===== config.mk =====
export PLATFORM = sky130hd
export DESIGN_NAME = seg7_capture_flat
export DESIGN_NICKNAME = d
export VERILOG_FILES = /design/src/rtl/seg7_pkg.sv /design/src/rtl/seg7_capture_if.sv /design/src/rtl/seg7_fifo.sv /design/src/rtl/seg7_capture.sv /design/src/flat_wrapper.sv
export SDC_FILE = /design/constraint.sdc
export NUM_CORES = 1
export LEC_CHECK = 0
export ABC_AREA = 1
export CAP_MARGIN = 20
export CORE_MARGIN = 3
export CORE_UTILIZATION = 30
export CTS_CLUSTER_DIAMETER = 30
export DETAILED_ROUTE_END_ITERATION = 8
export DONT_BUFFER_PORTS = 1
export SYNTH_ARGS = -nofsm -noshare
export SYNTH_HDL_FRONTEND = slang
export SYNTH_SLANG_ARGS = --single-unit

===== constraint.sdc =====
create_clock -name clk -period 2.2 [get_ports clk]
set_input_delay 0.44 -clock clk [delete_from_list [all_inputs] [get_ports clk]]
set_output_delay 0.44 -clock clk [all_outputs]
set_load 0.01 [all_outputs]

===== src/rtl/seg7_pkg.sv =====
// Shared 7-segment glyph table and decoder, used by both the display driver
// and the capture side so encode and decode never drift apart.
package seg7_pkg;

  typedef logic [6:0] seg_t;

  typedef struct packed {
    logic       err;
    logic [3:0] digit;
  } entry_t;

  // bit0=a ... bit6=g, 1 = lit
  localparam seg_t SEG_BLANK = 7'h00;
  localparam seg_t SEG_0     = 7'h3F;
  localparam seg_t SEG_1     = 7'h06;
  localparam seg_t SEG_2     = 7'h5B;
  localparam seg_t SEG_3     = 7'h4F;
  localparam seg_t SEG_4     = 7'h66;
  localparam seg_t SEG_5     = 7'h6D;
  localparam seg_t SEG_6     = 7'h7D;
  localparam seg_t SEG_7     = 7'h07;
  localparam seg_t SEG_8     = 7'h7F;
  localparam seg_t SEG_9     = 7'h6F;
  localparam seg_t SEG_A     = 7'h77;
  localparam seg_t SEG_B     = 7'h7C;
  localparam seg_t SEG_C     = 7'h39;
  localparam seg_t SEG_D     = 7'h5E;
  localparam seg_t SEG_E     = 7'h79;
  localparam seg_t SEG_F     = 7'h71;

  // Blank decodes to a clean zero; callers never queue it.
  function automatic entry_t seg_decode(input seg_t s);
    entry_t e;
    e.err   = 1'b0;
    e.digit = 4'h0;
    case (s)
      SEG_BLANK: e.digit = 4'h0;
      SEG_0:     e.digit = 4'h0;
      SEG_1:     e.digit = 4'h1;
      SEG_2:     e.digit = 4'h2;
      SEG_3:     e.digit = 4'h3;
      SEG_4:     e.digit = 4'h4;
      SEG_5:     e.digit = 4'h5;
      SEG_6:     e.digit = 4'h6;
      SEG_7:     e.digit = 4'h7;
      SEG_8:     e.digit = 4'h8;
      SEG_9:     e.digit = 4'h9;
      SEG_A:     e.digit = 4'hA;
      SEG_B:     e.digit = 4'hB;
      SEG_C:     e.digit = 4'hC;
      SEG_D:     e.digit = 4'hD;
      SEG_E:     e.digit = 4'hE;
      SEG_F:     e.digit = 4'hF;
      default:   e.err   = 1'b1;
    endcase
    return e;
  endfunction

endpackage


===== src/rtl/seg7_capture_if.sv =====
// Decoded-digit stream handshake: producer drives valid/digit/err, consumer drives ready.
interface seg7_capture_if;
  logic       out_valid;
  logic       out_ready;
  logic [3:0] out_digit;
  logic       out_err;

  modport master (output out_valid, output out_digit, output out_err, input out_ready);
  modport slave  (input out_valid, input out_digit, input out_err, output out_ready);
endinterface


===== src/rtl/seg7_fifo.sv =====
// First-word-fall-through FIFO of decoded entries; head is read straight from storage.
module seg7_fifo
  import seg7_pkg::*;
#(
  parameter int DEPTH = 4
) (
  input  logic                     clk,
  input  logic                     rst,
  input  logic                     push_i,
  input  entry_t                   din_i,
  input  logic                     pop_i,
  output entry_t                   dout_o,
  output logic                     full_o,
  output logic                     empty_o,
  output logic [$clog2(DEPTH):0]   level_o
);

  localparam int AW = $clog2(DEPTH);

  entry_t          mem_q [DEPTH];
  logic [AW-1:0]   wr_q, rd_q;
  logic [AW:0]     lvl_q;
  logic            do_push, do_pop;

  assign empty_o = (lvl_q == '0);
  assign full_o  = (lvl_q == (AW+1)'(DEPTH));

  // A full FIFO still takes a push when the head leaves on the same edge.
  assign do_pop  = pop_i & ~empty_o;
  assign do_push = push_i & (~full_o | do_pop);

  always_ff @(posedge clk or posedge rst) begin
    if (rst) begin
      wr_q  <= '0;
      rd_q  <= '0;
      lvl_q <= '0;
      for (int i = 0; i < DEPTH; i++) mem_q[i] <= '0;
    end else begin
      if (do_push) begin
        mem_q[wr_q] <= din_i;
        wr_q        <= wr_q + 1'b1;
      end
      if (do_pop) rd_q <= rd_q + 1'b1;
      if (do_push && !do_pop)      lvl_q <= lvl_q + 1'b1;
      else if (do_pop && !do_push) lvl_q <= lvl_q - 1'b1;
    end
  end

  assign dout_o  = mem_q[rd_q];
  assign level_o = lvl_q;

endmodule


===== src/rtl/seg7_capture.sv =====
// Watches the segment bus, accepts each glyph once it has settled, decodes it
// and queues the result for a valid/ready consumer.
module seg7_capture
  import seg7_pkg::*;
#(
  parameter int STABLE_CYCLES = 4,
  parameter int FIFO_DEPTH    = 4
) (
  input  logic                          clk,
  input  logic                          rst,
  input  seg_t                          seg_in,
  seg7_capture_if.master                dout,
  output logic                          overflow,
  output logic [$clog2(FIFO_DEPTH):0]   level
);

  localparam logic [7:0] CNT_MAX = 8'(STABLE_CYCLES - 1);

  seg_t       s_q;
  logic [7:0] cnt_q, cnt_d;
  logic       armed_q, armed_d;
  logic       ovf_q, ovf_d;
  logic       changed, accept, pop, push;
  logic       full, empty;
  entry_t     head;

  assign changed = (seg_in != s_q);
  // armed gives exactly one entry per settled glyph; blank only re-arms.
  assign accept  = !changed && (cnt_q == CNT_MAX) && armed_q && (s_q != SEG_BLANK);
  assign pop     = dout.out_valid & dout.out_ready;
  assign push    = accept & (~full | pop);

  always_comb begin
    cnt_d   = cnt_q;
    armed_d = armed_q;
    ovf_d   = ovf_q;
    if (changed) begin
      cnt_d   = '0;
      armed_d = 1'b1;
    end else begin
      if (cnt_q != CNT_MAX) cnt_d = cnt_q + 8'd1;
      if (accept)           armed_d = 1'b0;
    end
    if (accept && full && !pop) ovf_d = 1'b1;
  end

  always_ff @(posedge clk or posedge rst) begin
    if (rst) begin
      s_q     <= SEG_BLANK;
      cnt_q   <= '0;
      armed_q <= 1'b1;
      ovf_q   <= 1'b0;
    end else begin
      s_q     <= seg_in;
      cnt_q   <= cnt_d;
      armed_q <= armed_d;
      ovf_q   <= ovf_d;
    end
  end

  seg7_fifo #(.DEPTH(FIFO_DEPTH)) u_fifo (
    .clk     (clk),
    .rst     (rst),
    .push_i  (push),
    .din_i   (seg_decode(s_q)),
    .pop_i   (dout.out_ready),
    .dout_o  (head),
    .full_o  (full),
    .empty_o (empty),
    .level_o (level)
  );

  assign dout.out_valid = ~empty;
  assign dout.out_digit = head.digit;
  assign dout.out_err   = head.err;
  assign overflow       = ovf_q;

endmodule


===== src/flat_wrapper.sv =====
// flat-port wrapper written by rule: the top's interface ports become plain ports
module seg7_capture_flat import seg7_pkg::*;
#(
  parameter int STABLE_CYCLES = 4,
  parameter int FIFO_DEPTH    = 4
)
  (clk, rst, seg_in, overflow, level, dout_out_valid, dout_out_digit, dout_out_err, dout_out_ready);
  seg7_capture_if dout_i ();
  input  logic clk;
  input  logic rst;
  input  seg_t seg_in;
  output logic overflow;
  output logic [$clog2(FIFO_DEPTH):0] level;
  output wire logic [$bits(dout_i.out_valid)-1:0] dout_out_valid;
  output wire logic [$bits(dout_i.out_digit)-1:0] dout_out_digit;
  output wire logic [$bits(dout_i.out_err)-1:0] dout_out_err;
  input wire logic [$bits(dout_i.out_ready)-1:0] dout_out_ready;
  assign dout_out_valid = dout_i.out_valid;
  assign dout_out_digit = dout_i.out_digit;
  assign dout_out_err = dout_i.out_err;
  assign dout_i.out_ready = dout_out_ready;
  seg7_capture #(.STABLE_CYCLES(STABLE_CYCLES), .FIFO_DEPTH(FIFO_DEPTH)) u_core (.clk(clk), .rst(rst), .seg_in(seg_in), .dout(dout_i), .overflow(overflow), .level(level));
endmodule

==> results.py <==
metrics = {
    "floorplan": {
        "die_area_mm2": 0.009331,
        "core_mm2": 0.007848,
        "rows": 32,
        "die_w_um": 96.60,
        "io_pins": 20,
        "die_h_um": 96.60,
        "initial_core_util_pct": 31.38,
    },
    "setup_path": {
        "max_stage_delay_ns": 0.39,
        "crit_path_end": "u_core.u_fifo.level_o[2]$_DFFE_PP0P_",
        "rr_endpoint": "u_core.u_fifo.level_o[2]$_DFFE_PP0P_",
        "arrival_ns": 2.27,
        "crit_path_top_delay_cell": "dfrtp_1",
        "r2r-start": "u_core.cnt_q[0]$_DFFE_PP0P_",
        "ff2ff_setup_slack_ns": 0.12,
        "cp-end-kind": "register",
        "crit_fanout": 3,
        "crit_start": "u_core.cnt_q[0]$_DFFE_PP0P_",
        "crit_buf_inv": 3,
        "crit_type": "reg2reg",
        "crit_family": "adder cells",
        "critical_path_depth": 13,
        "reg2reg_depth": 13,
        "critPathLaunchType": "register",
        "cp.required_ns": 2.40,
        "critical_path.cell_chain": "ha_2, inv_1, nor2_2, nand3_1, nor2_4, nand3_4, inv_4, ha_4, inv_2, fa_2, a21oi_1, o21ai_1, xor2_1",
    },
    "clocking": {
        "tritoncts": "done",
        "cts_root_buf": "clkbuf_8",
        "clock-sinks": 44,
        "clk_path_buf_depth": 2,
        "htree_levels": 2,
        "path_clk_slew_ns": 0.09,
        "cts_made_buffers": 5,
        "clk_latency_ns": 0.31,
        "cts_hold_buf": 0,
    },
    "power": {
        "p_clk_share_pct": 26.7,
        "internal_power_mw": 1.328,
        "p_leak_nw": 1.430,
        "ir_drop_mv": 0.2394,
        "p_sw_uw": 726.5,
        "power.density_mw_per_mm2": 725.1,
        "p_sw_share_pct": 35.35,
        "power_frac_comb_pct": 26.9,
        "power_frac_seq_pct": 46.4,
    },
    "logic_synthesis": {
        "yosysTopAreaCellShare_pct": 43.70,
        "synth.distinct_cells": 32,
        "syn-cell-area_mm2": 0.002462,
        "synth_area_leaders": "dfrtp_1 (44%), nand2_1 (17%), nor2_1 (7.0%)",
        "async_flop_share_pct": 100.0,
        "ys.flop_type": "dfrtp_1",
        "synth_edf_count": 0,
        "synth_largest_area_cell": "dfrtp_1",
        "netlist_instances": 328,
        "synth_nets": 345,
        "ys_ff_latch": 44,
        "seq_area_frac_synth_pct": 44.77,
        "synth_area_per_cell_um2": 7.507,
        "yosys_warnings": 0,
    },
    "route": {
        "dr.first_iter.drc_count": 106,
        "remaining_drc_errors": 0,
        "first_pass_iters": 5,
        "route.vias.total": 2050,
        "viasPerCell": 4.607,
        "ant_nets": 0,
        "wl_um": 5365,
        "wl_per_cell_um": 12.06,
    },
    "place": {
        "placedCellCount": 436,
        "port_buffers": 0,
        "gp_congestion": 0.9075,
        "dpl.hpwl_um": 3987,
    },
    "flow_run": {
        "cap_violations": 0,
    },
    "cells_and_area": {
        "layout_commonest_cell": "nand2_1",
        "final_cell_count_no_fill": 445,
        "fin_util_pct": 36.11,
        "final_nets": 359,
        "fillers": 852,
        "final_cell_mix": "nand2_1 (112), nor2_1 (41), dfrtp_1 (41)",
        "drive_above_1_share_pct": 14.87,
        "syn_to_final_growth_pct": 15.09,
        "antenna_cells": 0,
    },
    "timing": {
        "report.final.slew_viol_count": 0,
        "hold_viol": 0,
        "holdWs_ns": 0.04693,
        "final.setup.tns_ns": 0,
        "fin_skew_ns": 0.007849,
        "layout_worst_path_cycle_share_pct": 94.40,
        "slew_headroom_pct": 74.12,
        "worstMarginPinSlew_ns": 0.3883,
        "setup_violations": 0,
        "max_freq_mhz": 481.5,
        "post-route-min-period_ns": 2.077,
        "rsz0062_at_grt": "no",
    },
    "grt": {
        "grt_max_degree": 45,
        "antenna_found_initial": 0,
        "grt_pass1_wl_um": 9225,
        "grt_pass1_vias": 1952,
        "grt_overflow_total": 0,
        "track_usage_pct": 12.93,
    },
    "run_status": {
        "outcome": "finished clean",
    },
    "min_path": {
        "worstHoldPathType": "in2async",
    },
}
## area by class of cell
type | count | area, um^2 | area share [%]
Multi-Input combinational cell | 244 | 1275 | 44.99
Sequential cell | 44 | 1105 | 38.98
Inverter | 36 | 137.6 | 4.857
Tap cell | 102 | 127.6 | 4.503
Timing Repair Buffer | 11 | 95.09 | 3.355
Clock buffer | 7 | 86.33 | 3.046
Clock inverter | 1 | 7.507 | 0.2649
## metal layers
layer  GRT usage [%]  vias to the layer above  wire length (um)
met5               0                        -                 0
met4           4.322                        0                89
met3           3.563                       10               263
met2           20.57                       35              2534
met1           16.98                      943              2478
li1                -                     1062                 -
## power groups by stage
stage,logic [mW],registers [mW],clock network [mW]
3_5_place_dp,0.551,0.968,0
6_report,0.553,0.954,0.549
4_1_cts,0.553,0.952,0.567
5_1_grt,0.639,0.969,0.601
2_1_floorplan,0.398,0.961,0
3_3_place_gp,0.547,0.964,0
## repair_timing
| action | in CTS | in global routing |
|---|---|---|
| gates resized for setup | 0 | 9 |
| setup buffers | 0 | 1 |
| setup endpoints to repair | 0 | 2 |
## kinds of logic after synthesis
kind of cell             share of synthesized area [%]
buffers and inverters                            6.199
XOR/XNOR                                         2.490
adder cells (fa/ha/maj)                          3.862
AO/OA/AOI/OAI                                    6.453
AND/OR/NAND/NOR                                  35.37
flip-flops                                       44.77
multiplexers                                    0.8638
## flip-flops by register name, summed over array words and instances, names as in the netlist
register               count
u_core.armed_q             1
u_core.cnt_q               8
u_core.u_fifo.rd_q         2
u_core.overflow            1
u_core.s_q                 7
u_core.u_fifo.wr_q         2
u_core.u_fifo.mem_q       20
u_core.u_fifo.level_o      3
## worst reg2reg max path, stage by stage (launching register included)
cell	delay, ns
dfrtp_1	0.39
ha_2	0.19
inv_1	0.05
nor2_2	0.08
nand3_1	0.12
nor2_4	0.13
nand3_4	0.10
inv_4	0.08
ha_4	0.12
inv_2	0.04
fa_2	0.33
a21oi_1	0.12
o21ai_1	0.08
xor2_1	0.14
## synth_stat cells (2+ instances only)
cell type	number
nand2_1	114
nand4_1	7
ha_1	6
xnor2_1	2
a21oi_1	5
inv_2	5
nor2_1	46
inv_1	31
o21a_1	2
dfrtp_1	43
buf_2	2
xor2_1	5
nor2_4	4
clkbuf_1	2
o21ai_0	15
nor2_2	3
nand3_1	17
o22ai_1	5
## metrics by stage
stage | worst slack, ns | instance area [um^2] | total power [mW]
global route | 0.01472 | 2834 | 2.209
detailed placement | 0.03341 | 2704 | 1.519
global placement | 0.09007 | 2704 | 1.511
floorplan | 0.001166 | 2506 | 1.359
finish | 0.1232 | 2834 | 2.055
CTS | 0.01718 | 2798 | 2.073
## how the worst min path moves through the flow
stage,startpoint,to,slack [ns]
CTS,rst,u_core.cnt_q[4]$_DFFE_PP0P_,0.06
global placement,rst,u_core.cnt_q[3]$_DFFE_PP0P_,0.39
floorplan,u_core.u_fifo.mem_q[11]$_DFFE_PP0P_,u_core.u_fifo.mem_q[11]$_DFFE_PP0P_,0.44
detailed placement,rst,u_core.cnt_q[4]$_DFFE_PP0P_,0.39
finish,rst,u_core.s_q[4]$_DFF_PP0_,0.05
global route,rst,u_core.u_fifo.wr_q[1]$_DFFE_PP0P_,0.07
Note: power is estimated with default switching activity, not from simulation.
